--- src/rtl/qpl_pkg.sv ---
// rtl/qpl_pkg.sv - shared width derivations and reply codes for the dealloc ingress
package qpl_pkg;

   localparam logic [1:0] ERR_NONE      = 2'b00;
   localparam logic [1:0] ERR_ZERO_SIZE = 2'b01;
   localparam logic [1:0] ERR_OOB       = 2'b10;

   function automatic int calc_block_w(input int block_d);
      return $clog2(block_d);
   endfunction

   // Request word is {udata, size (one bit wider than base so a full heap fits), base}
   function automatic int calc_rep_w(input int udata_w, input int block_d);
      return udata_w + 2 * $clog2(block_d) + 1;
   endfunction

endpackage

--- src/rtl/qpl_sync_fifo.sv ---
// rtl/qpl_sync_fifo.sv - first-word-fall-through synchronous queue with wrap-bit pointers
module qpl_sync_fifo #(
   parameter int WIDTH = 8,
   parameter int DEPTH = 4,
   localparam int AW    = $clog2(DEPTH),
   localparam int CNT_W = AW + 1
) (
   input  logic             i_clk,
   input  logic             i_rst_n,
   input  logic             i_push,
   input  logic [WIDTH-1:0] i_push_data,
   input  logic             i_pop,
   output logic             o_vld,
   output logic [WIDTH-1:0] o_data,
   output logic             o_full,
   output logic [CNT_W-1:0] o_cnt
);

   logic [WIDTH-1:0] mem [DEPTH];
   logic [AW:0]      wr_ptr;
   logic [AW:0]      rd_ptr;
   logic             empty;
   logic             do_push;
   logic             do_pop;

   assign empty   = (wr_ptr == rd_ptr);
   assign o_full  = (wr_ptr[AW-1:0] == rd_ptr[AW-1:0]) && (wr_ptr[AW] != rd_ptr[AW]);
   assign do_push = i_push && !o_full;
   assign do_pop  = i_pop && !empty;

   assign o_vld  = !empty;
   assign o_cnt  = wr_ptr - rd_ptr;
   // Head is read from storage only, so a push into an empty queue shows up a cycle later
   assign o_data = empty ? '0 : mem[rd_ptr[AW-1:0]];

   always_ff @(posedge i_clk or negedge i_rst_n) begin
      if (!i_rst_n) begin
         wr_ptr <= '0;
         rd_ptr <= '0;
      end else begin
         if (do_push) wr_ptr <= wr_ptr + 1'b1;
         if (do_pop)  rd_ptr <= rd_ptr + 1'b1;
      end
   end

   always_ff @(posedge i_clk) begin
      if (do_push) mem[wr_ptr[AW-1:0]] <= i_push_data;
   end

endmodule

--- src/rtl/qpl_dealloc_ingress.sv ---
// rtl/qpl_dealloc_ingress.sv - validates user free requests, queues good ones, replies to bad ones
module qpl_dealloc_ingress
   import qpl_pkg::*;
#(
   parameter int BLOCK_D = 512,
   parameter int UDATA_W = 8,
   parameter int FIFO_D  = 4,
   localparam int BLOCK_W = calc_block_w(BLOCK_D),
   localparam int REP_W   = calc_rep_w(UDATA_W, BLOCK_D),
   localparam int CNT_W   = $clog2(FIFO_D) + 1
) (
   input  logic               i_clk,
   input  logic               i_rst_n,
   input  logic               i_usr_vld,
   input  logic [REP_W-1:0]   i_usr_data,
   output logic               o_usr_rdy,
   output logic               o_req_dealloc_vld,
   output logic [REP_W-1:0]   o_req_dealloc_data,
   input  logic               i_req_dealloc_rdy,
   output logic               o_err_vld,
   output logic [UDATA_W+1:0] o_err_data,
   input  logic               i_err_rdy,
   output logic [CNT_W-1:0]   o_fifo_cnt,
   output logic [15:0]        o_rej_cnt
);

   localparam logic [BLOCK_W+1:0] BLOCK_LIM = (BLOCK_W + 2)'(BLOCK_D);

   logic [BLOCK_W-1:0] req_base;
   logic [BLOCK_W:0]   req_size;
   logic [UDATA_W-1:0] req_udata;
   logic [BLOCK_W+1:0] req_end;
   logic [1:0]         req_code;
   logic               accept;
   logic               push;
   logic               reject;
   logic               fifo_full;
   logic               rdy_en;

   assign req_base  = i_usr_data[BLOCK_W-1:0];
   assign req_size  = i_usr_data[2*BLOCK_W:BLOCK_W];
   assign req_udata = i_usr_data[REP_W-1:2*BLOCK_W+1];
   // Two guard bits keep the end address from wrapping back into range
   assign req_end   = {2'b00, req_base} + {1'b0, req_size};

   always_comb begin
      req_code = ERR_NONE;
      if (req_size == '0)
         req_code = ERR_ZERO_SIZE;
      else if (req_end > BLOCK_LIM)
         req_code = ERR_OOB;
   end

   // Ready ignores the word class so it never depends combinationally on i_usr_data
   assign o_usr_rdy = rdy_en && !fifo_full && (!o_err_vld || i_err_rdy);
   assign accept    = i_usr_vld && o_usr_rdy;
   assign push      = accept && (req_code == ERR_NONE);
   assign reject    = accept && (req_code != ERR_NONE);

   qpl_sync_fifo #(
      .WIDTH (REP_W),
      .DEPTH (FIFO_D)
   ) u_fifo (
      .i_clk       (i_clk),
      .i_rst_n     (i_rst_n),
      .i_push      (push),
      .i_push_data (i_usr_data),
      .i_pop       (i_req_dealloc_rdy),
      .o_vld       (o_req_dealloc_vld),
      .o_data      (o_req_dealloc_data),
      .o_full      (fifo_full),
      .o_cnt       (o_fifo_cnt)
   );

   always_ff @(posedge i_clk or negedge i_rst_n) begin
      if (!i_rst_n) begin
         rdy_en     <= 1'b0;
         o_err_vld  <= 1'b0;
         o_err_data <= '0;
         o_rej_cnt  <= '0;
      end else begin
         rdy_en <= 1'b1;
         if (reject) begin
            o_err_vld  <= 1'b1;
            o_err_data <= {req_udata, req_code};
         end else if (o_err_vld && i_err_rdy) begin
            o_err_vld <= 1'b0;
         end
         if (reject && (o_rej_cnt != 16'hFFFF))
            o_rej_cnt <= o_rej_cnt + 16'd1;
      end
   end

endmodule

--- config.mk ---
export PLATFORM = sky130hd
export DESIGN_NAME = qpl_dealloc_ingress
export DESIGN_NICKNAME = d
export VERILOG_FILES = /design/src/rtl/qpl_pkg.sv /design/src/rtl/qpl_sync_fifo.sv /design/src/rtl/qpl_dealloc_ingress.sv
export SDC_FILE = /design/constraint.sdc
export NUM_CORES = 1
export LEC_CHECK = 0
export CAP_MARGIN = 20
export CORE_MARGIN = 10
export CORE_UTILIZATION = 50
export CTS_BUF_LIST = sky130_fd_sc_hd__clkbuf_8
export CTS_CLUSTER_DIAMETER = 50
export CTS_CLUSTER_SIZE = 20
export DETAILED_ROUTE_END_ITERATION = 10
export PLACE_DENSITY = 0.74
export SLEW_MARGIN = 30
export SYNTH_ARGS = -nofsm -noshare
export SYNTH_HDL_FRONTEND = slang
export SYNTH_SLANG_ARGS = --single-unit
--- constraint.sdc ---
create_clock -name i_clk -period 5.06 [get_ports i_clk]
set_input_delay 0.506 -clock i_clk [delete_from_list [all_inputs] [get_ports i_clk]]
set_output_delay 0.506 -clock i_clk [all_outputs]
set_load 0.01 [all_outputs]
==> Implementation_results.wiki, run 1 <==
{| class="wikitable"
! Metric !! Value
|-
| Outcome || complete, no violations
|-
| Reported max-cap violation count || 0
|-
| Number of search-and-repair iterations in the first detailed-routing pass || 5
|-
| Post-Synthesis Mean Instance Area || about 16 sq um
|-
| Data required time of the critical path || just over 5 ns
|-
| Number of H-tree branching levels || 4
|-
| Setup repair after global routing missed its margin || false
|-
| Met1 Usage GRT || around a fifth
|-
| Bufs on Longest Clock Path || 2
|-
| Number of standard cells in the final layout excluding fillers || 669
|-
| Antenna fix cells || 0
|-
| Hold Crit Class || in2async
|-
| Final Hold Fails || 0
|-
| Minimum setup slack in the final design || 1.18 ns
|-
| Summed instance area of the synthesized netlist || 6260 sq um
|-
| Hpwl dp || around 9.2 mm
|-
| Fraction of the cycle the final worst path needs || between 70 and 80%
|-
| Clock latency reported for the late side of the worst-skew pair || around 0.43 ns
|-
| Average via count per standard cell || 5.35
|-
| Via count of the first global-routing pass || approximately 3800
|-
| Residual antenna-violating net count after detailed routing || 0
|-
| Critical path's top delay family || simple AND/OR/NAND/NOR gates
|-
| Most used standard cells in the synthesized netlist || 108 x edfxtp_1, 34 x dfrtp_1, 29 x and2_1
|-
| Max-slew headroom || a little under half
|-
| Die height || 132 um
|-
| Met2 Resource Use GR || 26.3%
|-
| Proportion of layout cells with a drive suffix above 1 || 16.6%
|-
| Critical path, cell by cell || clkdlybuf4s50_1, ha_1, inv_1, fa_1, xnor2_1, nor4b_2, nand4_1, nor4_2, o2111ai_2, o22ai_2, and3_1, buf_4
|-
| 1st-iter DRT viols || between 200 and 300
|-
| Seq/Total Area, Yosys || between 60 and 70%
|-
| CTS tree || yes
|-
| Share of synthesized registers carrying an async set or reset || 23.9%
|-
| Worst Setup Start Kind || input pin
|-
| Pin count of the biggest net entering global routing || 35
|-
| Fin Setup TNS || 0 ns
|-
| Maximum vdd ir drop || ~220 uV
|-
| Remaining global-route overflow || 0
|-
| Largest incremental delay on the critical path || 0.60 ns
|-
| Post-cts gate resize count || 0
|-
| Total nets after synthesis || 434
|-
| Grt peak-use layer || met2
|-
| Flip-flop cell with the highest count after synthesis || edfxtp_1
|-
| Row cnt || 40
|-
| Worst-path fanout max || 11
|-
| Leading cell types by total area after synthesis || edfxtp_1 52%, dfrtp_1 14%, mux4_2 9.7%, ha_1 3.4%, and2_1 2.9%
|-
| Initial Util || 51.7%
|-
| P_leak || approximately 2.8 nW
|-
| Die area || 17400 sq um
|-
| Total number of clock tree sinks || around 140
|-
| Number of nets in the layout || ~540
|-
| Wire length of the first global-routing pass || 21.3 mm
|-
| WP data arrival || 4.00 ns
|-
| Worst R2R Setup Slack || 2.49 ns
|-
| Number of synthesized register bits || 142
|-
| Detailed-route wire length per cell || 19.6 um
|-
| Clock buffers created by TritonCTS || 17
|-
| Total wire length || ~13 mm
|-
| Cell count after synthesis || 383
|-
| Buffers plus inverters on the worst setup path || 3
|-
| Total track usage || 15.6%
|-
| Maximum operating frequency || 0.258 GHz
|-
| WS Path Type || in2reg
|-
| Count of cell types in the netlist || 49
|-
| Post-placement cell count || 637
|-
| Largest clock skew in the final design || around 0.012 ns
|-
| Fillers || between 900 and 1000
|-
| Cell accounting for the most synthesized area || edfxtp_1
|-
| Power density of the placed cells || 507 nW/um^2
|-
| Number of antenna violations at the first check in global routing || 0
|-
| Pin slew with the least headroom to its limit || 0.790 ns
|-
| Worst path slowest cell || clkdlybuf4s50_1
|-
| DIE WIDTH || about 130 um
|-
| Max Slew Vio Count || 0
|-
| Placer's final routability congestion estimate || slightly above 0.8
|-
| Placement-stage worst setup slack || roughly 0.73 ns
|-
| Number of endpoints failing setup at the final stage || 0
|-
| Hold buffer count at CTS || 0
|-
| Post-CTS Setup Bufs || 0
|-
| Setup crit end kind || register
|-
| Fraction of post-synthesis cell area in the top cell type by area || 51.8%
|-
| Hold WS || 0.151 ns
|-
| Via count || 3582
|-
| Cell chosen for the clock root || clkbuf_8
|-
| Drt drc || 0
|-
| Area grow syn2layout || 24.1%
|-
| Top-count cell post-synth || edfxtp_1
|-
| Count of synthesis-stage warnings from yosys || 0
|-
| Number of flops mapped to enable cells by yosys || 108
|-
| Number of buffers added on ports || 90
|-
| Post-route minimum period || 3.88 ns
|-
| Clock Pin Slew Worst Setup and Hold Paths || 0.08 ns
|-
| Core footprint || 12100 sq um
|-
| Number of top-level design ports || between 90 and 100
|-
| Met3 track demand over resource || between 4 and 5%
|}
## kinds of logic (layout without fill, tap and decap cells)
logic type	after synthesis	count (layout)	synth area share [%]
AOI/OAI and AO/OA	28	28	3.62
xor gates and xnor gates	25	25	3.50
adders and majority gates	19	19	4.04
buffers and inverters	25	143	1.80
DFF	142	142	65.4
muxes	39	39	11.9
other	1	1	0.0599
and+or+nand+nor	104	104	9.64
## metrics by stage
stage | cell area, sq um | util [%] | power [mW]
final | 7770 | 64.1 | 3.94
after global placement | 7380 | 60.9 | 3.12
after CTS | 7760 | 64.1 | 4.00
after floorplan | 6260 | - | 2.33
after detailed placement | 7380 | 60.9 | 3.14
after global routing | 7770 | 64.1 | 4.16
## state kept, by name (all words and copies together) (netlist names)
| name | count |
|---|---|
| u_fifo.mem | 108 |
| o_err_vld | 1 |
| o_err_data | 10 |
| o_rej_cnt | 16 |
| rdy_en | 1 |
| u_fifo.rd_ptr | 3 |
| u_fifo.wr_ptr | 3 |
## power by group
| group | internal, mW | switching (mW) | leakage [nW] |
|---|---|---|---|
| clock | 0.456 | 0.400 | 0.196 |
| sequential | 1.38 | 0.0655 | 1.40 |
| combinational | 0.910 | 0.729 | 1.26 |
## worst paths after layout
path	startpoint	cells past startpoint	endpoint
worst max-delay path	i_usr_data[9]	12	u_fifo.mem[0][14]
worst min-delay path	i_rst_n	1	o_rej_cnt[2]
worst max register to register	u_fifo.wr_ptr[0]	8	o_rej_cnt[7]
worst min register to register	u_fifo.wr_ptr[2]	1	u_fifo.wr_ptr[2]
max in group asynchronous	i_rst_n	1	u_fifo.rd_ptr[0]
min in group i_clk	u_fifo.wr_ptr[2]	1	u_fifo.wr_ptr[2]
## layout by cell type (no fill, tap or decap), drive strengths merged, types with 2 or more instances in the layout
cell type / instances
o21ai: 5
nor3b: 3
buf: 10
bufinv: 2
nor2: 11
a21o: 3
a21oi: 8
and2: 29
mux4: 27
xnor2: 7
nand4: 3
clkdlybuf4s50: 89
xor2: 18
and3: 6
o221ai: 2
clkbuf: 19
clkinvlp: 3
ha: 17
inv: 13
mux2: 12
clkinv: 7
fa: 2
nand2b: 3
nand3: 10
dfrtp: 34
nor4: 9
nor4b: 4
nor3: 5
edfxtp: 108
nand2: 19
## layer usage
| layer | part of all wire, % | vias up |
|---|---|---|
| met5 | 0 | - |
| met4 | 0.99 | 0 |
| met3 | 6.4 | 10 |
| met2 | 51 | 100 |
| met1 | 41 | 1806 |
| li1 | - | 1666 |
## worst register-to-register path, delay by kind of cell, from the launching register on
family	cells	cell delay [ns]
AO/OA/AOI/OAI	2	0.60
buffers and inverters	1	0.15
adder cells (fa/ha/maj)	1	0.29
XOR/XNOR	1	0.18
AND/OR/NAND/NOR	3	0.87
flip-flops	1	0.41
## layout make-up
| type | count | area (sq um) | share of cell area, % |
|---|---|---|---|
| Clock buffer | 19 | 262 | 3.37 |
| Clock inverter | 13 | 124 | 1.59 |
| Inverter | 12 | 45.0 | 0.580 |
| Multi-Input combinational cell | 216 | 2060 | 26.5 |
| Sequential cell | 142 | 4100 | 52.7 |
| Tap cell | 168 | 210 | 2.71 |
| Timing Repair Buffer | 99 | 976 | 12.6 |
(Power assumes the default switching activity.)
==> inputs of run 2 (changes only) <==
==> constraint.sdc (replaced) <==
create_clock -name i_clk -period 3.83 [get_ports i_clk]
set_input_delay 0.383 -clock i_clk [delete_from_list [all_inputs] [get_ports i_clk]]
set_output_delay 0.383 -clock i_clk [all_outputs]
set_load 0.01 [all_outputs]
==> Implementation_results.wiki, run 2 (synthesized netlist as in run 1, its figures left out) <==
{| class="wikitable"
! Metric !! Value
|-
| Setup repair after global routing missed its margin || false
|-
| Largest register FFs || 108 (unchanged)
|-
| 1st-iter DRT viols || 349 (+30%)
|-
| Maximum vdd ir drop || 321 uV (+45%)
|-
| Power density of the placed cells || 675 nW/um^2 (+33%)
|-
| WS Path Type || in2reg
|-
| Die area || 17400 sq um (unchanged)
|-
| Post-CTS Setup Bufs || 0 (unchanged)
|-
| Critical path depth || 12 (unchanged)
|-
| CTS tree || yes
|-
| Hold buffer count at CTS || 0 (unchanged)
|-
| Maximum operating frequency || roughly 0.29 GHz
|-
| Placer's final routability congestion estimate || 0.794 (-2.7%)
|-
| Remaining global-route overflow || 0 (unchanged)
|-
| Buffers plus inverters on the worst setup path || 3 (unchanged)
|-
| Pin slew with the least headroom to its limit || 0.766 ns (-0.0237 ns)
|-
| Proportion of layout cells with a drive suffix above 1 || 17.8% (+1.3 points)
|-
| RR Startpoint || u_fifo.rd_ptr[1]
|-
| Setup crit end kind || register
|-
| Total track usage || 16.0% (+0.32 points)
|-
| Outcome || complete, no violations
|-
| Pin count of the biggest net entering global routing || 35 (unchanged)
|-
| Drt drc || 0 (unchanged)
|-
| Cell chosen for the clock root || clkbuf_8
|-
| Hold Crit Class || in2async
|-
| Hpwl dp || 9.59 mm (+4.2%)
|-
| WP data arrival || 3.54 ns (-0.46 ns)
|-
| Initial Util || 51.7% (unchanged)
|-
| Average via count per standard cell || 5.37 (+0.24%)
|-
| Portion of total power attributed to sequential cells || 37.2% (+0.6 points)
|-
| Residual antenna-violating net count after detailed routing || 0 (unchanged)
|-
| Fraction of the cycle the final worst path needs || 89.5%
|-
| R2R Path End || o_rej_cnt[7]
|-
| Number of top-level design ports || 91 (unchanged)
|-
| Number of antenna violations at the first check in global routing || 0 (unchanged)
|-
| Total wire length || 13.4 mm (+2.7%)
|-
| Number of search-and-repair iterations in the first detailed-routing pass || 4 (-1)
|-
| Clock latency reported for the late side of the worst-skew pair || 0.43 ns (about the same)
|-
| Row cnt || 40 (unchanged)
|-
| Via count of the first global-routing pass || 3904 (+1.6%)
|-
| Core footprint || 12100 sq um (unchanged)
|-
| P_leak || 2.91 nW (+2.0%)
|-
| Hold WS || 0.0186 ns (-0.132 ns)
|-
| Die height || 132 um (unchanged)
|-
| Net load switching power || 1.59 mW (+33%)
|-
| Clk network pwr share || 23.1% (+1.3 points)
|-
| Cell area reported after detailed placement || 7460 sq um (+1.1%)
|-
| Final Hold Fails || 0 (unchanged)
|-
| Launch point of the worst path || i_usr_data[0]
|-
| Clock Pin Slew Worst Setup and Hold Paths || 0.07 ns (about the same)
|-
| Number of endpoints failing setup at the final stage || 0 (unchanged)
|-
| Critical path's top delay family || simple AND/OR/NAND/NOR gates
|-
| Max Slew Vio Count || 0 (unchanged)
|-
| Total Power || 5.32 mW (+35%)
|-
| Switching part of the total power || 29.9% (-0.47 points)
|-
| Antenna fix cells || 0 (unchanged)
|-
| Timing endpoint of the critical path || u_fifo.mem[3][14]
|-
| Number of buffers added on ports || 90 (unchanged)
|-
| Post-cts gate resize count || 0 (unchanged)
|-
| Post-layout instance area || 7880 sq um (+1.4%)
|-
| Worst path slowest cell || clkdlybuf4s50_1
|-
| Reported max-cap violation count || 0 (unchanged)
|-
| Post-route minimum period || 3.43 ns
|-
| Count of cells along the worst register-to-register path || 9 (+1)
|-
| Number of H-tree branching levels || 4 (unchanged)
|-
| Largest incremental delay on the critical path || 0.56 ns (-0.04 ns)
|-
| Clock buffers created by TritonCTS || 17 (unchanged)
|-
| Worst R2R Setup Slack || 0.90 ns (-1.59 ns)
|-
| Footprint of the multi-input gates || 2050 sq um (-0.24%)
|-
| Total number of clock tree sinks || 142 (unchanged)
|-
| Combinational share of power || 39.7% (-1.9 points)
|-
| Top library cells by usage in the layout, fill and taps aside || 108 x edfxtp_1, 89 x clkdlybuf4s50_1, 33 x dfrtp_1, 29 x and2_1, 27 x mux4_2
|-
| Bufs on Longest Clock Path || 2 (unchanged)
|-
| DIE WIDTH || 132 um (unchanged)
|-
| Wire length of the first global-routing pass || 21.8 mm (+2.2%)
|-
| Detailed-route wire length per cell || 19.8 um (+1.3%)
|-
| Area grow syn2layout || 25.8%
|-
| Data required time of the critical path || 3.95 ns (-1.23 ns)
|-
| Max-slew headroom || 48.9% (+1.6 points)
|-
| Largest clock skew in the final design || 0.00884 ns (-0.00280 ns)
|-
| Worst Setup Start Kind || input pin
|-
| Most common cell after layout, fill and taps aside || edfxtp_1
|-
| Via count || 3639 (+1.6%)
|-
| Sequential cell area in the final layout || 4100 sq um (unchanged)
|-
| Number of nets in the layout || 548 (+1.7%)
|-
| Fillers || 892 (-4.5%)
|-
| Worst-path fanout max || 16 (+5)
|-
| Critical path, cell by cell || clkdlybuf4s50_1, ha_1, inv_1, fa_1, xnor2_1, nor4b_2, nand4_1, nor4_2, o2111ai_2, o22ai_2, and3_1, buf_4
|-
| Internal power component || 3.73 mW (+36%)
|}
-- run 2: metrics by stage --
| stage | util, % | setup TNS [ns] | worst slack (ns) | cells |
|---|---|---|---|---|
| 2_1_floorplan | - | 0 | 0.401 | 383 |
| 3_3_place_gp | 61.6 | 0 | 0.0895 | 646 |
| 3_5_place_dp | 61.6 | -0.405 | -0.0279 | 646 |
| 4_1_cts | 65.0 | 0 | 0.433 | 678 |
| 5_1_grt | 65.0 | 0 | 0.251 | 678 |
| 6_report | 65.0 | 0 | 0.402 | 678 |
-- run 2: per-layer routing --
metal / track usage, % / wire (um)
met5: 0 / 0
met4: 4.82 / 136
met3: 4.80 / 932
met2: 26.2 / 6850
met1: 19.8 / 5530
-- run 2: worst min-delay path by stage --
| stage | start | endpoint | slack, ns | depth (start not counted) |
|---|---|---|---|---|
| 2_1_floorplan | i_rst_n | o_err_data[0] | 0.09 | 0 |
| 3_3_place_gp | o_err_data[0] | o_err_data[0] | 0.47 | 1 |
| 3_5_place_dp | o_err_data[0] | o_err_data[0] | 0.48 | 1 |
| 4_1_cts | i_rst_n | o_err_data[0] | 0.02 | 1 |
| 5_1_grt | i_rst_n | o_err_data[0] | 0.04 | 1 |
| 6_report | i_rst_n | o_rej_cnt[7] | 0.02 | 1 |
-- run 2: power by group through the flow --
stage                     clock network [mW]  logic (mW)  registers, mW
after floorplan                            0        1.12           1.96
after global placement                     0        2.13           2.01
after detailed placement                   0        2.16           2.02
after CTS                               1.25        2.16           1.99
after global routing                    1.32        2.28           2.01
final                                   1.23        2.11           1.98
-- run 2: cell type report --
cell class / instances / area share, %
multi-input combinational: 216 / 26.1
sequential: 142 / 52.0
tap: 168 / 2.67
timing repair buffer: 108 / 13.4
clock inverter: 12 / 1.81
clock buffer: 20 / 3.49
inverter: 12 / 0.572
-- run 2: worst reg2reg max path, cell delays in order, from the launching register on --
cell	delay, ns
dfrtp_1	0.82
inv_1	0.10
ha_1	0.34
nand2_1	0.07
o211a_1	0.20
and2_1	0.38
o221ai_4	0.18
buf_12	0.19
nor4b_1	0.40
xor2_1	0.18
